**config.mk**
```make
export PLATFORM = sky130hd
export DESIGN_NAME = pwm_compare_deadtime
export DESIGN_NICKNAME = d
export VERILOG_FILES = /design/src/rtl/pwm_compare_deadtime_pkg.sv /design/src/rtl/pwm_compare_deadtime_fsm.sv /design/src/rtl/pwm_compare_deadtime.sv
export SDC_FILE = /design/constraint.sdc
export NUM_CORES = 1
export LEC_CHECK = 0
export BUFFER_PORTS_ARGS = -buffer_cell sky130_fd_sc_hd__clkbuf_2
export CAP_MARGIN = 25
export CORE_ASPECT_RATIO = 0.5
export CORE_MARGIN = 8
export CORE_UTILIZATION = 25
export CTS_BUF_LIST = sky130_fd_sc_hd__clkbuf_8 sky130_fd_sc_hd__clkbuf_16
export DETAILED_ROUTE_END_ITERATION = 12
export GPL_TIMING_DRIVEN = 1
export PLACE_DENSITY = 0.4
export SYNTH_ARGS = -nofsm -noshare
export SYNTH_HDL_FRONTEND = slang
export SYNTH_HIERARCHICAL = 1
export SYNTH_SLANG_ARGS = --single-unit
```
**constraint.sdc**
```tcl
create_clock -name clk -period 7.58 [get_ports clk]
set_clock_uncertainty 0.2 [all_clocks]
set_input_delay 1.137 -clock clk [delete_from_list [all_inputs] [get_ports clk]]
set_output_delay 1.137 -clock clk [all_outputs]
set_load 0.05 [all_outputs]
```
**src/rtl/pwm_compare_deadtime_pkg.sv**
```systemverilog
// Shared types and widths for the PWM compare / dead-time leg.
package pwm_compare_deadtime_pkg;

    localparam int PWMCOUNT_WIDTH = 16;
    localparam int DEADTIME_WIDTH = 10;

    typedef enum logic {
        PWM_OFF = 1'b0,
        PWM_ON  = 1'b1
    } pwm_onoff_e;

    typedef enum logic [2:0] {
        DT_OFF  = 3'd0,
        DT_H_ON = 3'd1,
        DT_HL   = 3'd2,
        DT_L_ON = 3'd3,
        DT_LH   = 3'd4
    } dt_state_e;

    // Gate pair for a given state; returns {high, low}. The inactive level equals
    // the polarity bit, so with polarity 0 both gates idle low.
    function automatic logic [1:0] gateDecode(input dt_state_e state, input logic pol);
        logic hiActive;
        logic loActive;
        hiActive = (state == DT_H_ON);
        loActive = (state == DT_L_ON);
        return {hiActive ? ~pol : pol, loActive ? ~pol : pol};
    endfunction

endpackage

```
**src/rtl/pwm_compare_deadtime_fsm.sv**
```systemverilog
// Dead-time state machine: follows the registered compare result, inserts a
// programmable both-off gap on every leg change and registers the gate pair.
module pwm_compare_deadtime_fsm
    import pwm_compare_deadtime_pkg::*;
#(
    parameter int DT_W = DEADTIME_WIDTH
) (
    input  logic            clk,
    input  logic            reset,
    input  logic            ref_i,
    input  pwm_onoff_e      pwm_onoff_i,
    input  logic [DT_W-1:0] deadtime_sh_i,
    input  logic            polarity_sh_d_i,
    output dt_state_e       state_o,
    output logic            pwm_h_o,
    output logic            pwm_l_o
);

    dt_state_e       state_q, state_d;
    logic [DT_W-1:0] cnt_q, cnt_d;
    logic            pwm_h_q, pwm_h_d;
    logic            pwm_l_q, pwm_l_d;
    logic            dtZero;
    logic [DT_W-1:0] dtLoad;

    assign dtZero = (deadtime_sh_i == '0);
    assign dtLoad = deadtime_sh_i - DT_W'(1);

    // Next state: leg off overrides everything; a ref change that reverts during
    // the gap cancels the switch and returns straight to the original leg.
    always_comb begin
        state_d = state_q;
        cnt_d   = cnt_q;
        if (pwm_onoff_i == PWM_OFF) begin
            state_d = DT_OFF;
        end else begin
            unique case (state_q)
                DT_OFF, DT_L_ON, DT_H_ON: begin
                    if (ref_i && (state_q != DT_H_ON)) begin
                        state_d = dtZero ? DT_H_ON : DT_LH;
                        cnt_d   = dtLoad;
                    end else if (!ref_i && (state_q != DT_L_ON)) begin
                        state_d = dtZero ? DT_L_ON : DT_HL;
                        cnt_d   = dtLoad;
                    end
                end
                DT_LH: begin
                    if (!ref_i) begin
                        state_d = DT_L_ON;
                    end else if (cnt_q == '0) begin
                        state_d = DT_H_ON;
                    end else begin
                        cnt_d = cnt_q - DT_W'(1);
                    end
                end
                DT_HL: begin
                    if (ref_i) begin
                        state_d = DT_H_ON;
                    end else if (cnt_q == '0) begin
                        state_d = DT_L_ON;
                    end else begin
                        cnt_d = cnt_q - DT_W'(1);
                    end
                end
                default: state_d = DT_OFF;
            endcase
        end
        {pwm_h_d, pwm_l_d} = gateDecode(state_d, polarity_sh_d_i);
    end

    // State, counter and gate outputs update together so the gates are glitch-free.
    always_ff @(posedge clk or negedge reset) begin
        if (!reset) begin
            state_q <= DT_OFF;
            cnt_q   <= '0;
            pwm_h_q <= 1'b0;
            pwm_l_q <= 1'b0;
        end else begin
            state_q <= state_d;
            cnt_q   <= cnt_d;
            pwm_h_q <= pwm_h_d;
            pwm_l_q <= pwm_l_d;
        end
    end

    assign state_o = state_q;
    assign pwm_h_o = pwm_h_q;
    assign pwm_l_o = pwm_l_q;

endmodule

```
**src/rtl/pwm_compare_deadtime.sv**
```systemverilog
// One PWM leg: shadows the bus-side settings, compares the carrier against the
// shadowed compare value and drives a complementary gate pair with dead time.
module pwm_compare_deadtime
    import pwm_compare_deadtime_pkg::*;
#(
    parameter int CNT_W = PWMCOUNT_WIDTH,
    parameter int DT_W  = DEADTIME_WIDTH
) (
    input  logic             clk,
    input  logic             reset,
    input  logic [CNT_W-1:0] carrier,
    input  logic             maskevent,
    input  logic [CNT_W-1:0] compare,
    input  logic [DT_W-1:0]  deadtime,
    input  logic             polarity_inv,
    input  pwm_onoff_e       pwm_onoff,
    output logic             pwm_h,
    output logic             pwm_l,
    output logic             compare_match
);

    logic [CNT_W-1:0] compare_sh_q, compare_sh_d;
    logic [DT_W-1:0]  deadtime_sh_q, deadtime_sh_d;
    logic             polarity_sh_q, polarity_sh_d;
    logic             ref_q, ref_d;
    logic             ref_prev_q;
    logic             match_q, match_d;
    logic             shadowLoad;
    dt_state_e        state;

    assign shadowLoad = maskevent || (pwm_onoff == PWM_OFF);

    // Shadows follow the bus side on the carrier strobe, or freely while the leg is off.
    always_comb begin
        compare_sh_d  = compare_sh_q;
        deadtime_sh_d = deadtime_sh_q;
        polarity_sh_d = polarity_sh_q;
        if (shadowLoad) begin
            compare_sh_d  = compare;
            deadtime_sh_d = deadtime;
            polarity_sh_d = polarity_inv;
        end
    end

    // Raw compare result and the edge pulse derived from its previous value.
    always_comb begin
        ref_d   = (carrier < compare_sh_q);
        match_d = (ref_q != ref_prev_q) && (state != DT_OFF);
    end

    // Shadow, ref and match registers.
    always_ff @(posedge clk or negedge reset) begin
        if (!reset) begin
            compare_sh_q  <= '0;
            deadtime_sh_q <= '0;
            polarity_sh_q <= 1'b0;
            ref_q         <= 1'b0;
            ref_prev_q    <= 1'b0;
            match_q       <= 1'b0;
        end else begin
            compare_sh_q  <= compare_sh_d;
            deadtime_sh_q <= deadtime_sh_d;
            polarity_sh_q <= polarity_sh_d;
            ref_q         <= ref_d;
            ref_prev_q    <= ref_q;
            match_q       <= match_d;
        end
    end

    pwm_compare_deadtime_fsm #(
        .DT_W (DT_W)
    ) uFsm (
        .clk             (clk),
        .reset           (reset),
        .ref_i           (ref_q),
        .pwm_onoff_i     (pwm_onoff),
        .deadtime_sh_i   (deadtime_sh_q),
        .polarity_sh_d_i (polarity_sh_d),
        .state_o         (state),
        .pwm_h_o         (pwm_h),
        .pwm_l_o         (pwm_l)
    );

    assign compare_match = match_q;

endmodule

```
==> metrics.csv, run 1 <==
stage,metric,value,unit
flow_run,Max-Cap Viols,0,
global_routing,total track usage,0.1003,
layout,fin area,3332,um^2
timing,final hold vios,0,
layout,Nets,402,
clock_tree,hold buffers post-CTS,0,
power_and_ir_drop,Comb pwr share,0.315,
power_and_ir_drop,sequential share of power,0.396,
worst_setup_path,CP Capture Type,register,
layout,# diodes,0,
synth,syn_nets,357,
power_and_ir_drop,switching power,0.0003223,W
layout,share of cells above drive strength 1,0.2588,
timing,Pins Over Slew Limit,0,
place,HPWL Detailed,5.250,mm
route,Initial DRC Count,144,
clock_tree,CTS H-tree lvls,2,
synth,Cell variety after synth,58,
synth,Synth area leaders,"dfrtp_1, ha_1, mux2_2",
power_and_ir_drop,PD cells,266.3,nW/um^2
global_routing,vias in the first global route,2416,
timing,Worst-Margin Slew,809.7,ps
place,post-place setup slack,4455,ps
timing,"Min Clock Period, post-route",3170,ps
route,# DRC,0,
power_and_ir_drop,Internal,0.0005650,W
synth,cell area after synthesis,2784,um^2
power_and_ir_drop,sw frac,0.3633,
global_routing,largest net degree at the start of global routing,46,
status,status,finished clean,
global_routing,global-route wire length before repair,12.19,mm
worst_setup_path,Crit Path Class,reg2reg,
clock_tree,CTS sink cnt,45,
global_routing,grt total ovfl,0,
worst_setup_path,number of cells on the worst reg-to-reg path,9,
clock_tree,post-cts sizing count,0,
floorplanning,Die Area,14970,um^2
layout,"most common cell after layout, fill and taps aside",clkbuf_2,
hold_path,HP Class,reg2reg,
worst_setup_path,Critical Path Start Type,register,
place,dpl cell area,3159,um^2
synth,main flop type after synthesis,dfrtp_1,
timing,RSZ-0062 raised after global routing,no,
floorplanning,num ports,50,
global_routing,initial antenna violation count,0,
clock_tree,CTS tree,done,
route,ANT nets after route,0,
timing,Final Setup Violations,0,
timing,highest clock rate,0.3154,GHz
place,GPL Wtd Cong,0.7837,
timing,Setup TNS,0,ps
timing,Tcrit/Tclk final,0.4182,
worst_setup_path,Critical Path AT,3150,ps
clock_tree,CTS Buffer Depth,2,
floorplanning,Die Y,90.62,um
power_and_ir_drop,VDD IR max,120.1,uV
floorplanning,row cnt,27,
power_and_ir_drop,Clk pwr share,0.289,
clock_tree,TritonCTS Buffers,5,
synth,Post-synth ARST share,1.000,
floorplanning,CORE AREA,10910,um^2
route,drt wl/cell,14.26,um
place,Port-buffer cells,49,
layout,area grow syn2layout,19.69,%
synth,"area leader, netlist",dfrtp_1,
synth,"EDFF count, synth",0,
clock_tree,CTS clock-pin slew for the worst setup and hold paths,70,ps
synth,Post-Syn Instances,294,
hold_path,Worst Hold Depth,1,
timing,Slew HR,0.4602,
floorplanning,Die W,165.2,um
route,vias per inst,4.687,
power_and_ir_drop,leak pwr,1.548,nW
timing,post-route setup slack,4410,ps
route,via count,2273,
synth,synth warn,6,
synth,Post-Syn Area per Cell,9.469,um^2
route,Total Wirelength,6.918,mm
floorplanning,initial core utilization,0.2551,
worst_setup_path,CP max FO,16,
synth,Synth Register Bits,45,
clock_tree,Post-CTS Setup Inserts,0,
clock_tree,worst skew pair latency,290,ps
clock_tree,CTS Root Buffer Type,clkbuf_16,
layout,FF+latch area,1126,um^2
worst_setup_path,required time worst endpoint,7560,ps
route,drt pass-1 iters,4,
layout,most frequent cells in the layout,"clkbuf_2, dfrtp_1, nand2_1",
synth,top-area cell type share of the netlist area,0.4045,
layout,multi-input logic area,1505,um^2
synth,sequential share of the synthesized area,0.4045,
layout,Filler Cells Inserted,1150,
[registers in the layout (all words and copies together), names as in the netlist]
signal	flops
uFsm/pwm_l_o	1
compare_sh_q	16
deadtime_sh_q	10
ref_q	1
polarity_sh_q	1
uFsm/cnt_q	10
uFsm/state_o	3
compare_match	1
uFsm/pwm_h_o	1
ref_prev_q	1
[worst paths after layout]
| check | endpoint | startpoint | slack, ps |
|---|---|---|---|
| max in group asynchronous | uFsm/state_o[0]$_DFF_PN0_ | reset | 6050 |
| min | compare_sh_q[0]$_DFFE_PN0N_ | compare_sh_q[0]$_DFFE_PN0N_ | 320 |
| min reg2reg | compare_sh_q[0]$_DFFE_PN0N_ | compare_sh_q[0]$_DFFE_PN0N_ | 320 |
| max reg2reg | uFsm/cnt_q[8]$_DFFE_PN0P_ | uFsm/state_o[1]$_DFF_PN0_ | 4410 |
| min in group asynchronous | compare_sh_q[13]$_DFFE_PN0N_ | reset | 740 |
| max | uFsm/cnt_q[8]$_DFFE_PN0P_ | uFsm/state_o[1]$_DFF_PN0_ | 4410 |
[layer usage]
layer	routed length [um]	share of wire	vias up	global-route usage
li1	-	-	1153	-
met1	3269	0.47	1055	0.1234
met5	0	0	-	0
met4	153	0.022	0	0.04098
met3	292	0.042	12	0.02821
met2	3203	0.46	53	0.1618
[through the flow]
step	cells	hold slack, ps	power, W	utilization
finish	485	319.7	0.0008873	0.3054
global route	485	339.2	0.0009561	0.3054
CTS	485	325.8	0.0008990	0.3054
detailed placement	477	304.1	0.0006354	0.2895
global placement	477	293.2	0.0006362	0.2895
floorplan	294	217.5	0.0005532	-
[worst max-delay path: stages, from the launching register on]
cell and delay [ps]:
dfrtp_1 640, xnor2_2 220, nor2_2 590, mux2i_1 320, ha_1 360, nand2b_1 90, a21oi_1 120, a32oi_1 100
a21boi_0 160, a221o_1 260
[Yosys cell counts (6+ instances only)]
library cell	count
o21ai_0	29
mux2_2	13
nor3_1	9
a21oi_1	13
clkbuf_1	6
nand2_1	37
nor2_1	18
dfrtp_1	45
ha_1	16
inv_1	21
[power by group through the flow]
stage	logic, W	clock network [W]	registers [W]
2_1_floorplan	0.000211	0	0.000342
3_3_place_gp	0.000282	0	0.000354
3_5_place_dp	0.000280	0	0.000355
4_1_cts	0.000282	0.000267	0.000351
5_1_grt	0.000319	0.000277	0.000360
6_report	0.000279	0.000256	0.000352
[final cells by class]
type / instances / area share
multi-input combinational: 214 / 0.4517
clock inverter: 2 / 0.01014
sequential: 45 / 0.3380
clock buffer: 6 / 0.04168
timing repair buffer: 52 / 0.08036
inverter: 21 / 0.02366
tap: 145 / 0.05445
[kinds of logic (layout without fill, tap and decap cells)]
logic type	count (synthesis)	count (layout)	synth area share
xor+xnor	6	6	0.02428
simple gates	99	99	0.1964
compound gates	76	76	0.1811
buf+inv	35	81	0.05483
fa+ha+maj	16	16	0.07191
flops	45	45	0.4045
mux	17	17	0.06697
(Power assumes the default switching activity.)
==> run 2, diff against run 1 <==
PLACE_DENSITY = 0.42   (was 0.4)
clock period = 2.73 ns   (was 7.58 ns; I/O delays follow)
==> run 2 against run 1 <==
- sequential power rose to 2.7 times the previous value
- total power rose to 2.8 times the previous value
- core utilization up 0.92 points
- worst setup slack worse by 4100 ps
- maximum frequency up 30%
- flip-flop and latch count unchanged
- via count up 2.9%
- first-iteration DRC count down 35%
- cell count up 2.7%
- global-route usage about the same
- design area up 3.0%
- largest power group unchanged
- highest routed layer unchanged
==> metrics.csv, run 2 (synthesis results as in run 1) <==
stage,metric,value,unit,change
clock_tree,TritonCTS Buffers,5,,unchanged
global_routing,global-route wire length before repair,12.34,mm,+1.3%
clock_tree,worst skew pair latency,280,ps,about the same
clock_tree,CTS Buffer Depth,2,,unchanged
route,Initial DRC Count,93,,-35%
clock_tree,CTS clock-pin slew for the worst setup and hold paths,60,ps,about the same
worst_setup_path,CP max FO,10,,-6
hold_path,HP Class,in2reg,,
floorplanning,Die Y,90.62,um,unchanged
timing,Pins Over Slew Limit,0,,unchanged
layout,share of cells above drive strength 1,0.2833,,+0.02446
floorplanning,Die W,165.2,um,unchanged
timing,"Min Clock Period, post-route",2436,ps,-734.1 ps
clock_tree,post-cts sizing count,0,,unchanged
global_routing,vias in the first global route,2485,,+2.9%
layout,fin area,3432,um^2,+3.0%
route,Total Wirelength,7.076,mm,+2.3%
clock_tree,CTS Root Buffer Type,clkbuf_16,,
worst_setup_path,Critical Path AT,2410,ps,-740 ps
floorplanning,num ports,50,,unchanged
worst_setup_path,Crit Path Class,reg2reg,,
global_routing,largest net degree at the start of global routing,25,,-46%
timing,RSZ-0062 raised after global routing,no,,
global_routing,initial antenna violation count,0,,unchanged
route,drt pass-1 iters,5,,+1
layout,Filler Cells Inserted,1152,,+0.17%
route,ANT nets after route,0,,unchanged
layout,area grow syn2layout,23.28,%,
place,Port-buffer cells,49,,unchanged
route,via count,2338,,+2.9%
floorplanning,initial core utilization,0.2551,,unchanged
power_and_ir_drop,VDD IR max,316.8,uV,+160%
clock_tree,CTS H-tree lvls,2,,unchanged
layout,Top reg by flops,compare_sh_q,,
global_routing,total track usage,0.09990,,-0.0004391
status,status,finished clean,,
global_routing,grt total ovfl,0,,unchanged
layout,# diodes,0,,unchanged
route,drt wl/cell,14.21,um,-0.39%
worst_setup_path,CP cell instances,xnor2_2 > nor2_2 > mux2i_1 > ha_1 > nand2b_1 > a21oi_1 > a32oi_1 > a21boi_0 > a221o_1,,
flow_run,Max-Cap Viols,0,,unchanged
layout,final core occ,0.3145,,+0.009173
layout,FF+latch area,1126,um^2,unchanged
layout,"most common cell after layout, fill and taps aside",clkbuf_2,,
floorplanning,CORE AREA,10910,um^2,unchanged
layout,number of flip-flops in the largest register,16,,unchanged
clock_tree,CTS tree,done,,
worst_setup_path,CP max stage cell,dfrtp_1,,
timing,Slew HR,0.6420,,+0.1818
timing,Setup TNS,0,ps,unchanged
clock_tree,CTS sink cnt,45,,unchanged
worst_setup_path,Critical Path Start Type,register,,
place,HPWL Detailed,5.494,mm,+4.6%
timing,Worst-Margin Slew,537.0,ps,-272.7 ps
route,# DRC,0,,unchanged
worst_setup_path,required time worst endpoint,2700,ps,-4860 ps
layout,multi-input logic area,1505,um^2,unchanged
layout,biggest regs,"compare_sh_q x16, deadtime_sh_q x10, uFsm/cnt_q x10",,
timing,Tcrit/Tclk final,0.8924,,+0.4741
place,dpl cell area,3249,um^2,+2.9%
timing,highest clock rate,0.4105,GHz,+30%
power_and_ir_drop,PD cells,736.1,nW/um^2,+180%
timing,Final Setup Violations,0,,unchanged
power_and_ir_drop,leak pwr,1.611,nW,+4.1%
floorplanning,row cnt,27,,unchanged
worst_setup_path,CP Capture Type,register,,
worst_setup_path,Worst path max stage delay,400,ps,-240 ps
layout,Nets,415,,+3.2%
place,GPL Wtd Cong,0.7881,,+0.56%
floorplanning,Die Area,14970,um^2,unchanged
route,vias per inst,4.695,,+0.17%
layout,most frequent cells in the layout,"clkbuf_2, dfrtp_1, nand2_1",,
timing,final hold vios,0,,unchanged
[run 2: cell count changes in the layout (fill, tap and decap cells not counted)]
cell	previous run	this run
buf_4	3	15
dlygate4sd3_1	0	1
[run 2: area by class of cell]
type | count | area share
clock buffers | 6 | 0.04047
clock inverters | 2 | 0.009843
inverters | 21 | 0.02297
multi-input cells | 214 | 0.4386
flip-flops and latches | 45 | 0.3281
well taps | 145 | 0.05286
repair buffers | 65 | 0.1072
[run 2: what timing repair did]
action,in CTS,in global routing
hold endpoints to repair,19,0
hold buffers,1,0
setup buffers,0,0
endpoints found under the setup margin,0,0
[run 2: layer usage]
metal | global-route usage | wire (um) | up-vias
met5 | 0 | 0 | -
met4 | 0.02906 | 74 | 0
met3 | 0.02502 | 235 | 6
met2 | 0.1628 | 3413 | 31
met1 | 0.1275 | 3351 | 1133
li1 | - | - | 1168
[run 2: worst paths after layout]
kind | endpoint | start | slack, ps | cells past startpoint
setup / recovery | uFsm/cnt_q[8]$_DFFE_PN0P_ | uFsm/state_o[1]$_DFF_PN0_ | 290 | 9
hold / removal | compare_sh_q[9]$_DFFE_PN0N_ | compare[9] | 130 | 3
setup reg to reg | uFsm/cnt_q[8]$_DFFE_PN0P_ | uFsm/state_o[1]$_DFF_PN0_ | 290 | 9
hold reg to reg | compare_sh_q[0]$_DFFE_PN0N_ | compare_sh_q[0]$_DFFE_PN0N_ | 310 | 1
max in group asynchronous | uFsm/cnt_q[6]$_DFFE_PN0P_ | reset | 1290 | 3
min in group asynchronous | compare_sh_q[11]$_DFFE_PN0N_ | reset | 430 | 2
[run 2: worst max-delay path: cells and delay by family (launching register included)]
kind,cells,cell delay (ps)
XOR/XNOR,1,160
multiplexers,1,270
flip-flops,1,400
adder cells (fa/ha/maj),1,380
AO/OA/AOI/OAI,4,620
AND/OR/NAND/NOR,2,290
[run 2: where the power goes]
| part | switching [W] | internal (W) | total [W] | leakage (nW) |
|---|---|---|---|---|
| Combinational | 0.000514 | 0.000367 | 0.000881 | 0.983 |
| Sequential | 0.000139 | 0.000797 | 0.000936 | 0.540 |
| Clock | 0.000256 | 0.000454 | 0.000710 | 0.0883 |
[run 2: per-stage QoR]
step | std cells | power, W | worst slack (ps) | hold slack (ps)
floorplan | 294 | 0.001536 | 25.53 | -86.09
global placement | 489 | 0.001814 | 358.6 | 209.9
detailed placement | 489 | 0.001825 | 314.1 | 228.6
CTS | 498 | 0.002553 | 302.7 | 120.4
global route | 498 | 0.002719 | 92.84 | 142.0
finish | 498 | 0.002526 | 293.8 | 127.3
==> run 3, diff against run 2 <==
ABC_AREA = 1   (was default)
CAP_MARGIN = 0   (was 25)
==> run 3 against run 2 <==
- flip-flop and latch count did not move
- critical path depth grew 2
- highest routed layer unchanged
- cell count grew 4.6%
- critical path type unchanged
- wire length down 12%
- die area is 3.7% lower
- synthesized cell count is 11% higher
- clock-buffer cell count unchanged
- via count is 10% lower
- register-to-register slack improved by 200 ps
- clock power fell by 0.7%
==> metrics.csv, run 3 <==
stage,metric,value,unit,change
status,status,finished clean,,
clock_tree,CTS clock-pin slew for the worst setup and hold paths,60,ps,about the same
clock_tree,CTS H-tree lvls,2,,unchanged
clock_tree,worst skew pair latency,280,ps,about the same
worst_setup_path,CP Capture Type,register,,
floorplanning,Die W,162.0,um,-1.9%
route,vias per inst,4.040,,-14%
synth,top-area cell type share of the netlist area,0.4225,,+0.01804
worst_setup_path,CP max FO,18,,+8
floorplanning,Die Y,89.01,um,-1.8%
synth,Post-synth ARST share,1.000,,unchanged
synth,sequential share of the synthesized area,0.4225,,+0.01804
worst_setup_path,Critical Path AT,2210,ps,-200 ps
clock_tree,CTS sink cnt,45,,unchanged
layout,Filler Cells Inserted,1129,,-2.0%
power_and_ir_drop,PD cells,738.8,nW/um^2,+0.37%
power_and_ir_drop,sequential share of power,0.360,,-0.010
worst_setup_path,CP max stage cell,dfrtp_1,,
clock_tree,CTS tree,done,,
timing,Slew HR,0.6041,,-0.03794
global_routing,global-route wire length before repair,10.77,mm,-13%
power_and_ir_drop,leak pwr,1.742,nW,+8.1%
place,dpl cell area,3072,um^2,-5.5%
route,ANT nets after route,0,,unchanged
synth,synth warn,6,,unchanged
timing,Pins Over Slew Limit,0,,unchanged
route,drt wl/cell,11.95,um,-16%
clock_tree,CTS Buffer Depth,2,,unchanged
timing,"Min Clock Period, post-route",2236,ps,-199.9 ps
layout,"most common cell after layout, fill and taps aside",nand2_1,,
power_and_ir_drop,switching power,0.0008626,W,-5.1%
clock_tree,hold buffers post-CTS,1,,unchanged
flow_run,Max-Cap Viols,0,,unchanged
worst_setup_path,Critical Path Start Type,register,,
synth,Synth Register Bits,45,,unchanged
synth,Synth area leaders,"dfrtp_1, nand2_1, ha_1",,
timing,Tcrit/Tclk final,0.8192,,-0.07321
worst_setup_path,CP cell instances,inv_1 > nand3_2 > nand2_4 > nand2_1 > o21ai_4 > ha_1 > inv_1 > nor2_2 > nand3b_1 > nand3_1 > nand2_1,,
timing,final hold vios,0,,unchanged
floorplanning,num ports,50,,unchanged
synth,"EDFF count, synth",0,,unchanged
layout,area grow syn2layout,22.11,%,
route,Initial DRC Count,140,,+51%
layout,Finished Layout Cells,521,,+4.6%
layout,Nets,443,,+6.7%
place,GPL Wtd Cong,0.7689,,-2.4%
timing,highest clock rate,0.4472,GHz,+8.9%
layout,most frequent cells in the layout,"nand2_1, inv_1, clkbuf_2",,
place,Port-buffer cells,49,,unchanged
clock_tree,TritonCTS Buffers,5,,unchanged
timing,worst hold slack,128.5,ps,+1.195 ps
layout,# diodes,0,,unchanged
timing,Setup TNS,0,ps,unchanged
floorplanning,row cnt,26,,-3.7%
place,placed instance count,512,,+4.7%
floorplanning,initial core utilization,0.2593,,+0.004119
synth,adder-cell share of the synthesized area,0.07512,,+0.003207
floorplanning,Die Area,14420,um^2,-3.7%
global_routing,initial antenna violation count,0,,unchanged
timing,Final Setup Violations,0,,unchanged
synth,Synth Area in Simple Gates,0.2296,,+0.03317
global_routing,total track usage,0.09279,,-0.007119
power_and_ir_drop,Comb pwr share,0.347,,-0.002
route,Total Wirelength,6.228,mm,-12%
route,drt pass-1 iters,4,,-1
layout,share of cells above drive strength 1,0.2310,,-0.05231
synth,syn_nets,388,,+8.7%
synth,top-count cell post-synth,nand2_1,,
layout,Top reg by flops,compare_sh_q,,
route,# DRC,0,,unchanged
route,via count,2105,,-10%
global_routing,largest net degree at the start of global routing,24,,-4.0%
power_and_ir_drop,Internal,0.001542,W,-4.7%
global_routing,vias in the first global route,2232,,-10%
clock_tree,Post-CTS Setup Inserts,0,,unchanged
synth,cell area after synthesis,2665,um^2,-4.3%
global_routing,grt total ovfl,0,,unchanged
power_and_ir_drop,VDD IR max,254.3,uV,-20%
floorplanning,CORE AREA,10280,um^2,-5.8%
clock_tree,post-cts sizing count,0,,unchanged
power_and_ir_drop,sw frac,0.3588,,-0.0009560
clock_tree,CTS Root Buffer Type,clkbuf_16,,
layout,fin area,3254,um^2,-5.2%
synth,Post-Syn Instances,325,,+11%
synth,"top cells by count, synth","nand2_1, inv_1, dfrtp_1",,
synth,mux cell area share after synthesis,0.06479,,-0.002178
timing,RSZ-0062 raised after global routing,no,,
synth,xor/xnor share of the synthesized area,0.009859,,-0.01441
synth,Post-Syn Area per Cell,8.200,um^2,-13%
power_and_ir_drop,Clk pwr share,0.293,,+0.012
synth,Cell variety after synth,32,,-45%
synth,main combinational cell family by area after synthesis,simple AND/OR/NAND/NOR gates,,
hold_path,HP Class,in2reg,,
timing,Worst-Margin Slew,591.8,ps,+54.82 ps
synth,main flop type after synthesis,dfrtp_1,,
layout,number of flip-flops in the largest register,16,,unchanged
place,HPWL Detailed,4.981,mm,-9.3%
worst_setup_path,Worst path max stage delay,420,ps,+20 ps
worst_setup_path,Crit Path Class,reg2reg,,
synth,"area leader, netlist",dfrtp_1,,
worst_setup_path,required time worst endpoint,2700,ps,about the same
layout,biggest regs,"compare_sh_q x16, deadtime_sh_q x10, uFsm/cnt_q x10",,
synth,compound-cell area share of the yosys netlist,0.1028,,-0.07831
-- run 3: cell count changes after synthesis, moves of 4 or more --
cell / before / now
nor3_1: 9 / 2
nand2_2: 0 / 6
mux2i_1: 4 / 0
o21ai_1: 0 / 6
mux2_4: 0 / 10
nand3_1: 5 / 16
clkbuf_1: 6 / 2
mux2_2: 13 / 2
o21ai_0: 29 / 23
nand4_1: 2 / 6
nand2_1: 37 / 85
inv_1: 21 / 53
and3_1: 5 / 0
-- run 3: power by group through the flow --
stage | sequential, W | combinational [W] | clock, W
after global placement | 0.000881 | 0.000846 | 0
after global routing | 0.000887 | 0.000960 | 0.000764
after CTS | 0.000867 | 0.000843 | 0.000736
final | 0.000866 | 0.000834 | 0.000705
after floorplan | 0.000897 | 0.000612 | 0
after detailed placement | 0.000880 | 0.000837 | 0
-- run 3: worst paths after layout --
path	startpoint	end	slack (ps)	cells after the start
setup / recovery	uFsm/state_o[2]$_DFF_PN0_	uFsm/cnt_q[8]$_DFFE_PN0P_	490	11
setup reg to reg	uFsm/state_o[2]$_DFF_PN0_	uFsm/cnt_q[8]$_DFFE_PN0P_	490	11
max in group asynchronous	reset	uFsm/cnt_q[7]$_DFFE_PN0P_	1470	3
min in group asynchronous	reset	compare_sh_q[3]$_DFFE_PN0N_	300	2
hold / removal	compare[14]	compare_sh_q[14]$_DFFE_PN0N_	130	3
hold reg to reg	uFsm/cnt_q[8]$_DFFE_PN0P_	uFsm/cnt_q[8]$_DFFE_PN0P_	290	2
-- run 3: per-stage QoR --
stage	utilization	total power, W	setup slack (ps)
6_report	0.3166	0.002404	493.7
2_1_floorplan	-	0.001509	804.0
5_1_grt	0.3166	0.002611	236.6
4_1_cts	0.3166	0.002446	491.1
3_3_place_gp	0.2988	0.001727	563.2
3_5_place_dp	0.2988	0.001716	517.3
-- run 3: logic make-up (layout without fill, tap and decap cells) --
family | count (synthesis) | after routing
AOI/OAI and AO/OA | 47 | 47
xor gates and xnor gates | 3 | 3
adders and majority gates | 16 | 16
buffers and inverters | 61 | 117
DFF | 45 | 45
muxes | 12 | 12
and+or+nand+nor | 141 | 141
-- run 3: per-layer routing --
metal / track usage / wire [um] / up-vias
met1: 0.1189 / 3161 / 936
met5: 0 / 0 / -
met4: 0.02752 / 40 / 0
met2: 0.1539 / 2825 / 24
met3: 0.02252 / 200 / 2
li1: - / - / 1143
-- run 3: layout make-up --
| class | instances | area (um^2) | area share |
|---|---|---|---|
| flip-flops and latches | 45 | 1126 | 0.3460 |
| well taps | 140 | 175.2 | 0.05383 |
| clock buffers | 6 | 138.9 | 0.04268 |
| multi-input cells | 219 | 1285 | 0.3948 |
| inverters | 54 | 202.7 | 0.06228 |
| clock inverters | 2 | 33.78 | 0.01038 |
| repair buffers | 55 | 292.8 | 0.08997 |
-- run 3: worst max-delay path: cells and delay by family, from the launching register on --
kind / cells / cell delay (ps)
AOI/OAI and AO/OA: 1 / 110
adders and majority gates: 1 / 230
DFF: 1 / 420
and+or+nand+nor: 7 / 950
buffers and inverters: 2 / 200
